===== src/rtl/ram_arb_pkg.sv =====
// Shared types and constants for the two-requester RAM arbiter.
//   state_e    : arbiter FSM states
//   ADDR_W_DEF : default RAM address width
//   DATA_W_DEF : default RAM data width
//   WR / RD    : encodings of the RAM w_r pin
package ram_arb_pkg;

    localparam int unsigned ADDR_W_DEF = 8;
    localparam int unsigned DATA_W_DEF = 8;

    localparam logic WR = 1'b1;
    localparam logic RD = 1'b0;

    typedef enum logic [1:0] {
        IDLE  = 2'd0,
        ISSUE = 2'd1,
        WAIT  = 2'd2,
        RESP  = 2'd3
    } state_e;

endpackage


===== src/rtl/ram_arbiter_rr_arb2.sv =====
// Two-way round-robin grant.
//   clk, rst_n : clock, synchronous active-low reset
//   req        : request vector, bit i = requester i
//   en         : grant is consumed this cycle; updates the last-grant record
//   gnt_c      : one-hot grant (combinational)
module rr_arb2
    import ram_arb_pkg::*;
(
    input  logic       clk,
    input  logic       rst_n,
    input  logic [1:0] req,
    input  logic       en,
    output logic [1:0] gnt_c
);

    logic last_q;
    logic last_d;

    // On contention the requester that did not win last time is chosen.
    always_comb begin
        gnt_c[0] = req[0] & (~req[1] | last_q);
        gnt_c[1] = req[1] & (~req[0] | ~last_q);
    end

    always_comb begin
        last_d = last_q;
        if (en && (|req)) begin
            last_d = gnt_c[1];
        end
    end

    // Reset value 1 lets requester 0 win the first contention.
    always_ff @(posedge clk) begin
        if (!rst_n) begin
            last_q <= 1'b1;
        end else begin
            last_q <= last_d;
        end
    end

endmodule


===== src/rtl/ram_arbiter.sv =====
// Serialises single-beat reads/writes from two requesters onto one
// single-port synchronous RAM.
//   clk, rst_n          : clock, synchronous active-low reset
//   reqX_valid/wr/addr/wdata, reqX_ready : request handshake (ready is combinational)
//   rspX_valid, rspX_rdata              : one-cycle completion pulse and read data
//   ram_address/data/w_r/cs             : RAM control (registered)
//   ram_out                             : RAM read data
module ram_arbiter
    import ram_arb_pkg::*;
#(
    parameter int unsigned ADDR_W     = ADDR_W_DEF,
    parameter int unsigned DATA_W     = DATA_W_DEF,
    parameter int unsigned RD_LATENCY = 1
) (
    input  logic              clk,
    input  logic              rst_n,
    input  logic              req0_valid,
    input  logic              req0_wr,
    input  logic [ADDR_W-1:0] req0_addr,
    input  logic [DATA_W-1:0] req0_wdata,
    output logic              req0_ready,
    output logic              rsp0_valid,
    output logic [DATA_W-1:0] rsp0_rdata,
    input  logic              req1_valid,
    input  logic              req1_wr,
    input  logic [ADDR_W-1:0] req1_addr,
    input  logic [DATA_W-1:0] req1_wdata,
    output logic              req1_ready,
    output logic              rsp1_valid,
    output logic [DATA_W-1:0] rsp1_rdata,
    output logic [ADDR_W-1:0] ram_address,
    output logic [DATA_W-1:0] ram_data,
    output logic              ram_w_r,
    output logic              ram_cs,
    input  logic [DATA_W-1:0] ram_out
);

    localparam int unsigned CNT_W = 2;

    state_e            state_q, state_d;
    logic [CNT_W-1:0]  cnt_q, cnt_d;
    logic              gid_q, gid_d;
    logic [ADDR_W-1:0] ram_address_q, ram_address_d;
    logic [DATA_W-1:0] ram_data_q, ram_data_d;
    logic              ram_w_r_q, ram_w_r_d;
    logic              ram_cs_q, ram_cs_d;
    logic              rsp0_valid_q, rsp0_valid_d;
    logic              rsp1_valid_q, rsp1_valid_d;
    logic [DATA_W-1:0] rsp0_rdata_q, rsp0_rdata_d;
    logic [DATA_W-1:0] rsp1_rdata_q, rsp1_rdata_d;

    logic [1:0] gnt_c;
    logic       idle_c;

    assign idle_c = (state_q == IDLE);

    rr_arb2 u_rr_arb2 (
        .clk   (clk),
        .rst_n (rst_n),
        .req   ({req1_valid, req0_valid}),
        .en    (idle_c),
        .gnt_c (gnt_c)
    );

    assign req0_ready  = idle_c & gnt_c[0];
    assign req1_ready  = idle_c & gnt_c[1];

    assign ram_address = ram_address_q;
    assign ram_data    = ram_data_q;
    assign ram_w_r     = ram_w_r_q;
    assign ram_cs      = ram_cs_q;
    assign rsp0_valid  = rsp0_valid_q;
    assign rsp1_valid  = rsp1_valid_q;
    assign rsp0_rdata  = rsp0_rdata_q;
    assign rsp1_rdata  = rsp1_rdata_q;

    // Next-state and registered-output logic; RAM pins are loaded on accept
    // so that cs and the latched request appear together in ISSUE.
    always_comb begin
        state_d       = state_q;
        cnt_d         = cnt_q;
        gid_d         = gid_q;
        ram_address_d = ram_address_q;
        ram_data_d    = ram_data_q;
        ram_w_r_d     = ram_w_r_q;
        ram_cs_d      = 1'b0;
        rsp0_valid_d  = 1'b0;
        rsp1_valid_d  = 1'b0;
        rsp0_rdata_d  = rsp0_rdata_q;
        rsp1_rdata_d  = rsp1_rdata_q;

        case (state_q)
            IDLE: begin
                if (|gnt_c) begin
                    gid_d         = gnt_c[1];
                    ram_w_r_d     = gnt_c[1] ? req1_wr    : req0_wr;
                    ram_address_d = gnt_c[1] ? req1_addr  : req0_addr;
                    ram_data_d    = gnt_c[1] ? req1_wdata : req0_wdata;
                    ram_cs_d      = 1'b1;
                    state_d       = ISSUE;
                end
            end
            ISSUE: begin
                if (ram_w_r_q == WR) begin
                    rsp0_valid_d = ~gid_q;
                    rsp1_valid_d = gid_q;
                    state_d      = RESP;
                end else begin
                    cnt_d   = CNT_W'(RD_LATENCY - 1);
                    state_d = WAIT;
                end
            end
            WAIT: begin
                if (cnt_q == '0) begin
                    rsp0_valid_d = ~gid_q;
                    rsp1_valid_d = gid_q;
                    if (gid_q) begin
                        rsp1_rdata_d = ram_out;
                    end else begin
                        rsp0_rdata_d = ram_out;
                    end
                    state_d = RESP;
                end else begin
                    cnt_d = cnt_q - CNT_W'(1);
                end
            end
            RESP: begin
                state_d = IDLE;
            end
            default: begin
                state_d = IDLE;
            end
        endcase
    end

    always_ff @(posedge clk) begin
        if (!rst_n) begin
            state_q       <= IDLE;
            cnt_q         <= '0;
            gid_q         <= 1'b0;
            ram_address_q <= '0;
            ram_data_q    <= '0;
            ram_w_r_q     <= 1'b0;
            ram_cs_q      <= 1'b0;
            rsp0_valid_q  <= 1'b0;
            rsp1_valid_q  <= 1'b0;
            rsp0_rdata_q  <= '0;
            rsp1_rdata_q  <= '0;
        end else begin
            state_q       <= state_d;
            cnt_q         <= cnt_d;
            gid_q         <= gid_d;
            ram_address_q <= ram_address_d;
            ram_data_q    <= ram_data_d;
            ram_w_r_q     <= ram_w_r_d;
            ram_cs_q      <= ram_cs_d;
            rsp0_valid_q  <= rsp0_valid_d;
            rsp1_valid_q  <= rsp1_valid_d;
            rsp0_rdata_q  <= rsp0_rdata_d;
            rsp1_rdata_q  <= rsp1_rdata_d;
        end
    end

endmodule


===== config.mk =====
export PLATFORM = sky130hd
export DESIGN_NAME = ram_arbiter
export DESIGN_NICKNAME = d
export VERILOG_FILES = /design/src/rtl/ram_arb_pkg.sv /design/src/rtl/ram_arbiter_rr_arb2.sv /design/src/rtl/ram_arbiter.sv
export SDC_FILE = /design/constraint.sdc
export NUM_CORES = 1
export LEC_CHECK = 0
export CAP_MARGIN = 40
export CELL_PAD_IN_SITES_DETAIL_PLACEMENT = 1
export CELL_PAD_IN_SITES_GLOBAL_PLACEMENT = 1
export CORE_AREA = 2 2 68 70
export CTS_CLUSTER_DIAMETER = 200
export DETAILED_ROUTE_END_ITERATION = 10
export DIE_AREA = 0 0 70 72
export DONT_BUFFER_PORTS = 1
export MAX_ROUTING_LAYER = met4
export PLACE_DENSITY = 0.72
export SLEW_MARGIN = 5
export SYNTH_ARGS = -nofsm -noshare
export SYNTH_HDL_FRONTEND = slang
export SYNTH_SLANG_ARGS = --single-unit

===== constraint.sdc =====
create_clock -name clk -period 1.85 [get_ports clk]
set_clock_uncertainty 0.05 [all_clocks]
set_input_delay 0.185 -clock clk [delete_from_list [all_inputs] [get_ports clk]]
set_output_delay 0.185 -clock clk [all_outputs]
set_load 0.01 [all_outputs]

* After elaboration in Yosys (flattened, before gate mapping) *
Index checks and enable logic that the tools add are counted.
Widths: inputs -> output; s select.

storage, ports and cells
  bits of input ports = 46
  register bits = 42
  output and inout port bits = 38
  logic and storage cells = 59

operators by class
  mux-type cells = 17
  add/sub/neg operators = 1
  bitwise logic cells = 10
  equality and inequality tests = 7
  reduce and logical (&&, ||, !) cells = 12

operator list
  cell                 count
  $mux 8               2
  $reduce_and 3->1     3
  $mux 2               4
  $pmux 2 s4           1
  $mux 1               7
  $ne 2x2->1 const B   3
  $reduce_and 2->1     3
  $and 1x1->1          4
  $eq 2x2->1 const B   2
  $logic_not 2->1      2
  $not 1->1            4
  $pmux 1 s2           2
  $pmux 2 s2           1
  $reduce_or 2->1      2
  $eq 2x1->1 const B   1
  $ne 2x1->1 const B   1
  $or 1x1->1           2
  $reduce_bool 2->1    1
  $sub 2x1->2 const B  1
  $logic_and 1x1->1    1

* Logic depth before layout (Yosys ltp) *
Gate-level depths: netlist (run 1).

  depth in word-level cells = 6
  depth in mapped cells = 7
  mapped depth without buffers = 5

* Cells and area by module *
Synthesis (run 1) repeated with hierarchy kept, for this count alone.

second synthesis, totals
  cell total of the unflattened synthesis = 180
  area, all modules = 1930.6 sq um

modules (own cells, without submodules)
  module       area each (sq um)  seq. area each (sq um)  times used  cells an instance
  ram_arbiter  1871.8             820.8                   1           173
  rr_arb2      58.8               20.0                    1           7

* Worst setup path before layout (run 1) *
OpenSTA, ideal clock, no wires.

  kind = register -> register
  start point = reg state_q[1]
  end point = reg state_q[0]
  library setup time = 91 ps
  path slack = 401 ps
  cell stages (with the launch flop) = 6
  buffers on the path = 0
  data required time = 1709 ps
  arrival time = 1308 ps
  period minus slack after synthesis = 1449 ps
  cell sequence = dfxtp_1 -> inv_1 -> ha_1 -> nor3b_1 -> o31a_1 -> a311oi_1

on the way
  cells in the longest elaborated chain, start to end = 3
  elaborated cells on any way between the ends = 8
  classes of those cells = eq/ne (5); mux (1); reduce/logical (2)

RTL lines
  what                                                       RTL line            RTL
  from (decl)                                                ram_arbiter.sv:40   state_e state_q, state_d;
  from (signal assigned)                                     ram_arbiter.sv:150  state_q <= state_d;
  $eq 2x2->1 or $logic_not 2->1 (tied branches)              ram_arbiter.sv:92   case (state_q)
  $ne 2x2->1 (no source line) or $ne 2x1->1 (tied branches)  -
  $reduce_and 2->1 (no source line)                          -

Parallel ways exist; a longest one is shown, timed or not.
A chain may end at the register's enable or synchronous reset.

* Worst setup path in the final report (run 1) *
  start point = reg u_rr_arb2.last_q
  end point = out req1_ready

on the way
  cells in the longest elaborated chain, start to end = 4

RTL lines
  what                    RTL line                   RTL
  from (decl)             ram_arbiter_rr_arb2.sv:16  logic last_q;
  from (signal assigned)  ram_arbiter_rr_arb2.sv:37  last_q <= last_d;
  $not 1->1               ram_arbiter_rr_arb2.sv:22  gnt_c[1] = req[1] & (~req[0] | ~last_q);
  $or 1x1->1              ram_arbiter_rr_arb2.sv:22
  $and 1x1->1             ram_arbiter_rr_arb2.sv:22
  $and 1x1->1             ram_arbiter.sv:66          assign req1_ready = idle_c & gnt_c[1];
  to (decl)               ram_arbiter.sv:28          output logic req1_ready,

Every way passes these cells.

==> flow_metrics.tcl, run 1 <==
set metrics [dict create \
    status "complete, but fails checks" \
    violations "hold timing" \
    diodes 0 \
    timing.hold.ws_ns -0.000847 \
    clockBufferDepth 2 \
    grt_pass1_wl_um 8390 \
    period_needed_ns 1.63 \
    synth-edff-count 0 \
    cp-start-kind "flip-flop" \
    tns_ns 0 \
    wirelength_um 5090 \
    yosys.area_share.xor_xnor_pct 0 \
    initial_core_util_pct 42.3 \
    drc 0 \
    min_path_cells 2 \
    drt-wirelength-per-cell_um 18.2 \
    synth.distinct_cells 30 \
    dieHeight_um 72 \
    synthAdderAreaFrac_pct 3.47 \
    place_hpwl_um 3380 \
    synth.net_count 258 \
    hold_end "rsp0_rdata[5]" \
    vias 1585 \
    cts_tree "yes" \
    r2r-end "state_q[0]" \
    yosys.area_share.simple_pct 13.4 \
    grt_max_degree 21 \
    core_area_um2 4260 \
    rows 24 \
    dieWidth_um 70 \
    drive_above_1_share_pct 6.58 \
    antenna_found_initial 0 \
    arrival_ns 1.40 \
    worstReg2RegStart "state_q[1]" \
    hp-start "ram_out[5]" \
    grtUsageMet2_pct 40.4 \
    synth_compound_area_share_pct 21.6 \
    cp.required_ns 1.62 \
    io_pins 84 \
    yosysSeqAreaShare_pct 46.6 \
    synth_seq_cells 42 \
    clkTransAtPathRegs_ns 0.08 \
    dieArea_um2 5040 \
    tightestPinTransition_ns 0.812 \
    hold_violations 1 \
    ys_top_cells_by_area "dfxtp_1 47%, a21oi_1 11%, mux2i_1 10%" \
    vias_per_cell 5.66 \
    grtUsageTotal_pct 21.8 \
    rsz0062_at_grt "false" \
    ctsHtreeMaxLevel 2 \
    synth_area_um2 1800 \
    areaGrowthSynthToFinish_pct 19.2 \
    cts_sinks 42 \
    synth_flop_cell "dfxtp_1" \
    rrSetupSlack_ns 0.25 \
    final_util_pct 50.4 \
    grt_overflow_total 0 \
    setup.worst_path.end_class "output port" \
    setup_viol 0 \
    numPortBuffers 0 \
    period_share_pct 88.3 \
    drt-initial-drc-count 50 \
    netlist.area_leader.share_pct 46.6 \
    fmax_mhz 612 \
    maxCapViolCount 0 \
    maxSlewHeadroom_pct 45.9 \
    grt_busiest_layer "met2" \
    nets 278 \
    synth_warnings 0 \
    crit_type "reg -> out" \
    grt_pass1_vias 1700 \
    p_leak_nw 0.938 \
    synth.most_common_cell "dfxtp_1" \
    use_met3_pct 5.83 \
    ant_nets 0 \
    min_path_type "in -> reg" \
    maxSlewViolCount 0 \
    cts_setup_buffers 0 \
    power.density_nw_per_um2 1380 \
    gr-usage-met1_pct 22.9 \
    synthMuxAreaShare_pct 9.99 \
    syn_area_per_cell_um2 8.72 \
    routabilityCongestion 0.807 \
    ir_drop_mv 0.608 \
    ff2ff_path_depth 5 \
    netlist_instances 207 \
    synth_common_cells "42 x dfxtp_1, 39 x a21oi_1, 23 x nand2_1" \
    cts_inserted_buffers 5 \
    synth_top_family_by_area "compound AO/OA/AOI/OAI gates" \
    synth.largest_area_cell "dfxtp_1" \
    crit_fanout 19 \
    async_flop_share_pct 0 \
    clkLatencyLatePin_ns 0.30 \
    root_buffer "clkbuf_8" \
    drtPass1Iterations 4 \
]
[report_power, final]
group	internal (W)	total (W)	switching, W
clock network	0.000266	0.000587	0.000321
registers	0.00113	0.00138	0.000254
logic	0.000401	0.000999	0.000598
[placed cells by master (no fill, tap or decap), drive strengths merged, types with 3 or more instances in the layout]
cell type    instances
ha                   5
dfxtp               42
inv                  6
mux2i               18
clkbuf               6
a21oi               39
nor2                22
nand2               23
nor3b                3
dlygate4sd3         25
o21ai               19
[worst max-delay path: stages, from the launching register on]
cell	delay, ns
dfxtp_1	0.36
a21boi_4	0.46
and2_1	0.28
[layer usage]
layer	part of all wire [%]	vias up
li1	-	748
met5	0	-
met1	38	767
met4	1.1	0
met2	55	63
met3	5.8	7
[worst max path at each step]
| stage | from | endpoint | slack [ns] | depth (start not counted) |
|---|---|---|---|---|
| 2_1_floorplan | state_q[1] | state_q[0] | 0.40 | 5 |
| 3_3_place_gp | state_q[1] | state_q[0] | 0.26 | 5 |
| 3_5_place_dp | state_q[1] | state_q[0] | 0.20 | 5 |
| 4_1_cts | state_q[0] | req0_ready | 0.14 | 4 |
| 5_1_grt | state_q[0] | state_q[0] | 0.07 | 5 |
| 6_report | u_rr_arb2.last_q | req1_ready | 0.22 | 2 |
[final cells by class]
class | count | area [um2]
fillers | 498 | 2110
multi-input cells | 146 | 878
flip-flops and latches | 42 | 841
repair buffers | 26 | 258
clock buffers | 6 | 72.6
well taps | 52 | 65.1
inverters | 6 | 22.5
clock inverters | 2 | 13.8
[registers in the layout (all words and copies together) (netlist names), 2 cells and up]
name / flops
ram_address: 8
ram_data: 8
state_q: 2
cnt_q: 2
rsp1_rdata: 8
rsp0_rdata: 8
[per-stage QoR]
step | hold WS (ns) | power, W | worst slack [ns] | cell area [um2] | instances
2_1_floorplan | 0.269 | 0.00212 | 0.401 | 1800 | 207
3_3_place_gp | 0.217 | 0.00226 | 0.258 | 1810 | 247
3_5_place_dp | 0.245 | 0.00233 | 0.196 | 1810 | 247
4_1_cts | 0.000430 | 0.00298 | 0.145 | 2150 | 280
5_1_grt | 0.0146 | 0.00319 | 0.0747 | 2150 | 280
6_report | -0.000847 | 0.00297 | 0.217 | 2150 | 280
[repair_timing]
action / 4_1_cts / 5_1_grt
gates resized for setup: 0 / 2
hold buffers: 25 / 0
hold endpoints to repair: 34 / 0
endpoints found under the setup margin: 0 / 1
[logic make-up after synthesis]
| logic type | after synthesis |
|---|---|
| buffers and inverters | 19 |
| flip-flops | 42 |
| multiplexers | 18 |
| adder cells (fa/ha/maj) | 5 |
| AO/OA/AOI/OAI | 68 |
| AND/OR/NAND/NOR | 55 |
(Power assumes the default switching activity.)
==> run 2: changes to the inputs <==
--- a/config.mk
+++ b/config.mk
@@ -5,17 +5,19 @@
 export SDC_FILE = /design/constraint.sdc
 export NUM_CORES = 1
 export LEC_CHECK = 0
+export ABC_AREA = 1
 export CAP_MARGIN = 40
 export CELL_PAD_IN_SITES_DETAIL_PLACEMENT = 1
 export CELL_PAD_IN_SITES_GLOBAL_PLACEMENT = 1
-export CORE_AREA = 2 2 68 70
+export CORE_AREA = 2 2 65 82
 export CTS_CLUSTER_DIAMETER = 200
 export DETAILED_ROUTE_END_ITERATION = 10
-export DIE_AREA = 0 0 70 72
+export DIE_AREA = 0 0 67 84
 export DONT_BUFFER_PORTS = 1
 export MAX_ROUTING_LAYER = met4
 export PLACE_DENSITY = 0.72
 export SLEW_MARGIN = 5
 export SYNTH_ARGS = -nofsm -noshare
 export SYNTH_HDL_FRONTEND = slang
+export SYNTH_HIERARCHICAL = 1
 export SYNTH_SLANG_ARGS = --single-unit
==> run 2 against run 1 <==
Count of clock-buffer cells in the layout increased by 1; via count increased by 6.1%; final cell count increased by 23%; the run now ends clean; critical path type is now reg -> reg; non-clock buffer count decreased by 14; final area increased by 1.1%; clock power increased by 3%; setup slack improved by 0.011 ns; sequential power increased by 7%; first-iteration DRC count decreased by 32%; largest cell class unchanged; combinational power increased by 21%.
==> flow_metrics.tcl, run 2 <==
set metrics [dict create \
    status "complete, no violations" \
    dieWidth_um 67 \
    synth_flop_cell "dfxtp_1" \
    clockBufferDepth 2 \
    cp.required_ns 1.99 \
    grt_pass1_wl_um 7780 \
    cp_cell_sequence "inv_1 > ha_1 > inv_2 > nor2_8 > inv_8 > nor2_1 > nor2_1" \
    synth-edff-count 0 \
    timing.hold.ws_ns 0.000652 \
    dieHeight_um 84 \
    vias 1681 \
    setup.worst_path.end_class "flip-flop" \
    nets 333 \
    cts_inserted_buffers 5 \
    synth.most_common_cell "nor2_1" \
    diodes 0 \
    drt-wirelength-per-cell_um 13.8 \
    areaGrowthSynthToFinish_pct 10.3 \
    final_cell_mix "50 x nor2_1, 45 x nand2_1, 42 x dfxtp_1" \
    hold_violations 0 \
    post_cts_resized 0 \
    ctsHtreeMaxLevel 2 \
    dieArea_um2 5630 \
    p_seq_share_pct 44.7 \
    fmax_mhz 617 \
    antenna_found_initial 0 \
    rsz0062_at_grt "false" \
    cp-start-kind "flip-flop" \
    cts_tree "yes" \
    vias_per_cell 4.89 \
    setup_viol 0 \
    p_leak_nw 0.974 \
    drt-initial-drc-count 34 \
    clkTransAtPathRegs_ns 0.08 \
    min_path_type "in -> reg" \
    async_flop_share_pct 0 \
    syn_area_per_cell_um2 7.22 \
    synth.distinct_cells 22 \
    p_int_w 0.00187 \
    netlist_instances 273 \
    wirelength_um 4730 \
    rows 29 \
    grt_pass1_vias 1711 \
    maxSlewViolCount 0 \
    combPwrFrac_pct 36.9 \
    synth.largest_area_cell "dfxtp_1" \
    io_pins 84 \
    synth_seq_cells 42 \
    grt_overflow_total 0 \
    cts_sinks 42 \
    drtPass1Iterations 3 \
    ir_drop_mv 0.646 \
    critPathMaxStageDelay_ns 0.34 \
    core_area_um2 4930 \
    ys_top_cells_by_area "dfxtp_1 43%, nor2_1 9.5%, nand2_1 8.6%" \
    worst_path_max_delay_cell "dfxtp_1" \
    place_hpwl_um 3500 \
    p_clk_share_pct 18.4 \
    synth_warnings 6 \
    period_needed_ns 1.62 \
    maxCapViolCount 0 \
    yosysSeqAreaShare_pct 42.7 \
    drive_above_1_share_pct 9.22 \
    numPortBuffers 0 \
    grtUsageTotal_pct 18.3 \
    netlist.area_leader.share_pct 42.7 \
    synth.net_count 325 \
    drc 0 \
    crit_type "reg -> reg" \
    clkLatencyLatePin_ns 0.29 \
    maxSlewHeadroom_pct 37.3 \
    power.density_nw_per_um2 1510 \
    cts_hold_buffers 9 \
    synth_common_cells "50 x nor2_1, 45 x nand2_1, 42 x dfxtp_1" \
    arrival_ns 1.76 \
    crit_top_cell "nor2_1" \
    tns_ns 0 \
    p_sw_share_pct 42.8 \
    grt_max_degree 33 \
    crit_fanout 18 \
    ant_nets 0 \
    period_share_pct 87.7 \
    final_common_cell "nor2_1" \
    root_buffer "clkbuf_8" \
    netSwitchingPower_w 0.00140 \
    synth_area_um2 1970 \
    tightestPinTransition_ns 0.938 \
    initial_core_util_pct 39.9 \
    cts_setup_buffers 0 \
    routabilityCongestion 0.824 \
]
run 2: cell families after synthesis:
| group | Yosys count | share of synthesized area, % |
|---|---|---|
| simple gates | 121 | 27.2 |
| compound gates | 59 | 15.2 |
| buf+inv | 45 | 11.1 |
| flops | 42 | 42.7 |
| fa+ha+maj | 6 | 3.81 |
run 2: area by class of cell:
type,instances,area (um2)
clock buffer,7,86.3
clock inverter,1,5.00
fill,644,2760
inverter,34,135
multi-input combinational,186,915
sequential,42,841
tap,62,77.6
timing repair buffer,12,115
run 2: path summary, 6_finish.rpt:
check,from,end,slack (ns),depth (start not counted)
min reg2reg,rsp1_rdata[0],rsp1_rdata[0],0.46,2
max,state_q[0],ram_data[0],0.23,7
min,ram_out[3],rsp1_rdata[3],0.0007,2
max reg2reg,state_q[0],ram_data[0],0.23,7
run 2: power by group through the flow:
| stage | logic [W] | registers [W] | clock network [W] |
|---|---|---|---|
| final | 0.00121 | 0.00147 | 0.000602 |
| after CTS | 0.00123 | 0.00148 | 0.000620 |
| after global routing | 0.00142 | 0.00150 | 0.000668 |
| after detailed placement | 0.00120 | 0.00149 | 0 |
| after floorplan | 0.00107 | 0.00142 | 0 |
| after global placement | 0.00116 | 0.00149 | 0 |
run 2: routing by layer:
layer / vias to the layer above / share of wire (%) / global-route usage [%]
met4: 0 / 1.7 / 7.24
li1: 871 / - / -
met3: 8 / 7.7 / 5.53
met1: 740 / 38 / 18.2
met2: 62 / 53 / 32.4
met5: - / 0 / -
run 2: metrics by stage:
stage	cells	util, %	setup WS [ns]	total power, W	cell area (um2)
after floorplan	273	-	0.430	0.00248	1970
after global placement	326	40.2	0.287	0.00265	1980
after detailed placement	326	40.2	0.237	0.00269	1980
after CTS	343	43.9	0.212	0.00333	2160
after global routing	344	44.1	0.0729	0.00359	2170
final	344	44.1	0.228	0.00328	2170
run 2: critical path: cells and delay by family (launching register included):
| kind | cells | cell delay (ns) |
|---|---|---|
| flops | 1 | 0.34 |
| simple gates | 3 | 0.44 |
| buf+inv | 3 | 0.36 |
| fa+ha+maj | 1 | 0.32 |
==> run 3: changes to the inputs <==
--- a/config.mk
+++ b/config.mk
@@ -9,15 +9,14 @@
 export CAP_MARGIN = 40
 export CELL_PAD_IN_SITES_DETAIL_PLACEMENT = 1
 export CELL_PAD_IN_SITES_GLOBAL_PLACEMENT = 1
-export CORE_AREA = 2 2 65 82
+export CORE_AREA = 2 2 62 79
 export CTS_CLUSTER_DIAMETER = 200
 export DETAILED_ROUTE_END_ITERATION = 10
-export DIE_AREA = 0 0 67 84
+export DIE_AREA = 0 0 64 81
 export DONT_BUFFER_PORTS = 1
 export MAX_ROUTING_LAYER = met4
-export PLACE_DENSITY = 0.72
+export PLACE_DENSITY = 0.78
 export SLEW_MARGIN = 5
 export SYNTH_ARGS = -nofsm -noshare
 export SYNTH_HDL_FRONTEND = slang
-export SYNTH_HIERARCHICAL = 1
 export SYNTH_SLANG_ARGS = --single-unit
==> constraint.sdc (replaced) <==
create_clock -name clk -period 2.05 [get_ports clk]
set_clock_uncertainty 0.05 [all_clocks]
set_input_delay 0.205 -clock clk [delete_from_list [all_inputs] [get_ports clk]]
set_output_delay 0.205 -clock clk [all_outputs]
set_load 0.01 [all_outputs]
==> run 3 against run 2 <==
Flip-flop and latch count did not move; sequential share of layout area increased by 0.89 points; via count grew 4.0%; global-route usage increased by 3.0 points; non-clock buffer count fell by 3; count of clock-buffer cells in the layout is 2 lower; critical path type unchanged; critical endpoint is now rsp1_rdata[7].
==> flow_metrics.tcl, run 3 <==
set metrics [dict create \
    syn_area_per_cell_um2 6.89 \
    tightestPinTransition_ns 0.893 \
    synth_common_cells "75 x nor2_1, 56 x nand2_1, 42 x dfxtp_1" \
    status "complete, no violations" \
    grtUsageTotal_pct 21.3 \
    io_pins 84 \
    rows 28 \
    dieWidth_um 64 \
    grt_pass1_wl_um 8430 \
    hold_end "rsp0_rdata[4]" \
    placed_cells 334 \
    power.density_nw_per_um2 1320 \
    synth.distinct_cells 21 \
    arrival_ns 1.85 \
    synth_seq_cells 42 \
    hold_violations 0 \
    rsz0062_at_grt "false" \
    hp-start "ram_out[4]" \
    final_common_cell "nor2_1" \
    netlist.area_leader.share_pct 43.1 \
    cp-start-kind "flip-flop" \
    dieArea_um2 5180 \
    ctsHtreeMaxLevel 2 \
    root_buffer "clkbuf_8" \
    netSwitchingPower_w 0.00119 \
    drc 0 \
    diodes 0 \
    nets 339 \
    numPortBuffers 0 \
    drt-wirelength-per-cell_um 13.8 \
    synth.most_common_cell "nor2_1" \
    r2r-end "rsp1_rdata[7]" \
    ir_drop_mv 0.585 \
    cp.required_ns 2.23 \
    clkLatencyLatePin_ns 0.30 \
    synth-edff-count 0 \
    grt_overflow_total 0 \
    routabilityCongestion 0.774 \
    dieHeight_um 81 \
    vias 1748 \
    cts_sinks 42 \
    tns_ns 0 \
    combPwrFrac_pct 32.2 \
    p_leak_nw 0.972 \
    setup_viol 0 \
    cts_tree "yes" \
    maxSlewViolCount 0 \
    period_needed_ns 1.67 \
    crit_type "reg -> reg" \
    clockBufferDepth 2 \
    wirelength_um 4820 \
    synth_area_um2 1950 \
    setup.worst_path.end_class "flip-flop" \
    yosysSeqAreaShare_pct 43.1 \
    core_area_um2 4520 \
    p_sw_share_pct 42.4 \
    antenna_found_initial 0 \
    maxSlewHeadroom_pct 40.3 \
    min_path_type "in -> reg" \
    drtPass1Iterations 4 \
    areaGrowthSynthToFinish_pct 9.05 \
    place_hpwl_um 3450 \
    ant_nets 0 \
    grt_pass1_vias 1832 \
    vias_per_cell 5.01 \
    fillers 590 \
    p_seq_share_pct 47.9 \
    async_flop_share_pct 0 \
    cts_setup_buffers 0 \
    fmax_mhz 598 \
    cts_inserted_buffers 5 \
    post_cts_resized 0 \
    synth_flop_cell "dfxtp_1" \
    fin_area_um2 2130 \
    drive_above_1_share_pct 6.57 \
    initial_core_util_pct 43.1 \
    p_clk_share_pct 19.9 \
    synth.largest_area_cell "dfxtp_1" \
    clkTransAtPathRegs_ns 0.09 \
    grt_max_degree 36 \
    synth.net_count 334 \
    period_share_pct 81.5 \
    p_total_w 0.00281 \
    ys_top_cells_by_area "dfxtp_1 43%, nor2_1 14%, nand2_1 11%" \
    min_path_cells 2 \
    netlist_instances 283 \
    rrSetupSlack_ns 0.38 \
    synth_warnings 0 \
    final_cell_mix "75 x nor2_1, 56 x nand2_1, 42 x dfxtp_1" \
    maxCapViolCount 0 \
    drt-initial-drc-count 82 \
    ff2ff_path_depth 7 \
    p_int_w 0.00162 \
    worstReg2RegStart "state_q[0]" \
    instances_no_fill 349 \
    crit_fanout 9 \
    dpl-instance-area_um2 1960 \
]
run 3: power groups by stage:
stage | Sequential, W | Clock, W | Combinational, W
final | 0.00135 | 0.000561 | 0.000905
after global routing | 0.00138 | 0.000615 | 0.00108
after CTS | 0.00135 | 0.000577 | 0.000923
after detailed placement | 0.00137 | 0 | 0.000898
after global placement | 0.00136 | 0 | 0.000859
after floorplan | 0.00130 | 0 | 0.000783
run 3: area by class of cell:
cell class | instances | area [um2] | share of cell area (%)
Clock buffer | 5 | 68.8 | 3.24
Clock inverter | 3 | 25.0 | 1.18
Inverter | 32 | 120 | 5.65
Multi-Input combinational cell | 198 | 911 | 42.8
Sequential cell | 42 | 841 | 39.6
Tap cell | 60 | 75.1 | 3.53
Timing Repair Buffer | 9 | 85.1 | 4.00
run 3: cell families (layout without fill, tap and decap cells):
logic type	Yosys count	in the layout	share of synthesized area, %
flip-flops	42	42	43.1
AND/OR/NAND/NOR	149	149	31.5
AO/OA/AOI/OAI	44	44	12.1
buffers and inverters	43	49	10.1
adder cells (fa/ha/maj)	5	5	3.21
run 3: repair_timing:
item / CTS / global route
setup endpoints to repair: 0 / 0
hold buffers: 7 / 0
endpoints found under the hold margin: 26 / 0
run 3: how the worst max path moves through the flow:
stage	start	end	slack, ns	cells past startpoint
after CTS	state_q[0]	u_rr_arb2.last_q	0.36	7
after floorplan	state_q[0]	rsp1_rdata[0]	0.69	7
final	state_q[0]	rsp1_rdata[7]	0.38	7
after global routing	state_q[0]	rsp1_rdata[0]	0.19	7
after global placement	state_q[0]	gid_q	0.46	7
after detailed placement	state_q[0]	rsp1_rdata[7]	0.38	7
run 3: metal layers:
metal	wire length [um]	track usage, %	up-vias
li1	-	-	879
met1	2000	23.2	795
met2	2390	37.1	65
met3	362	6.37	9
met4	71	6.96	0
met5	0	-	-
run 3: critical path: stages, from the launching register on:
cell,delay (ns)
dfxtp_1,0.39
inv_1,0.11
ha_1,0.27
nand2_1,0.19
inv_2,0.12
nand2_1,0.24
nand2_1,0.10
a21oi_1,0.14
run 3: through the flow:
stage	setup WS, ns	utilization [%]	hold slack [ns]
2_1_floorplan	0.690	-	0.290
3_3_place_gp	0.457	43.4	0.248
3_5_place_dp	0.382	43.4	0.258
4_1_cts	0.360	47.0	0.00286
5_1_grt	0.188	47.0	0.0145
6_report	0.379	47.0	0.00758
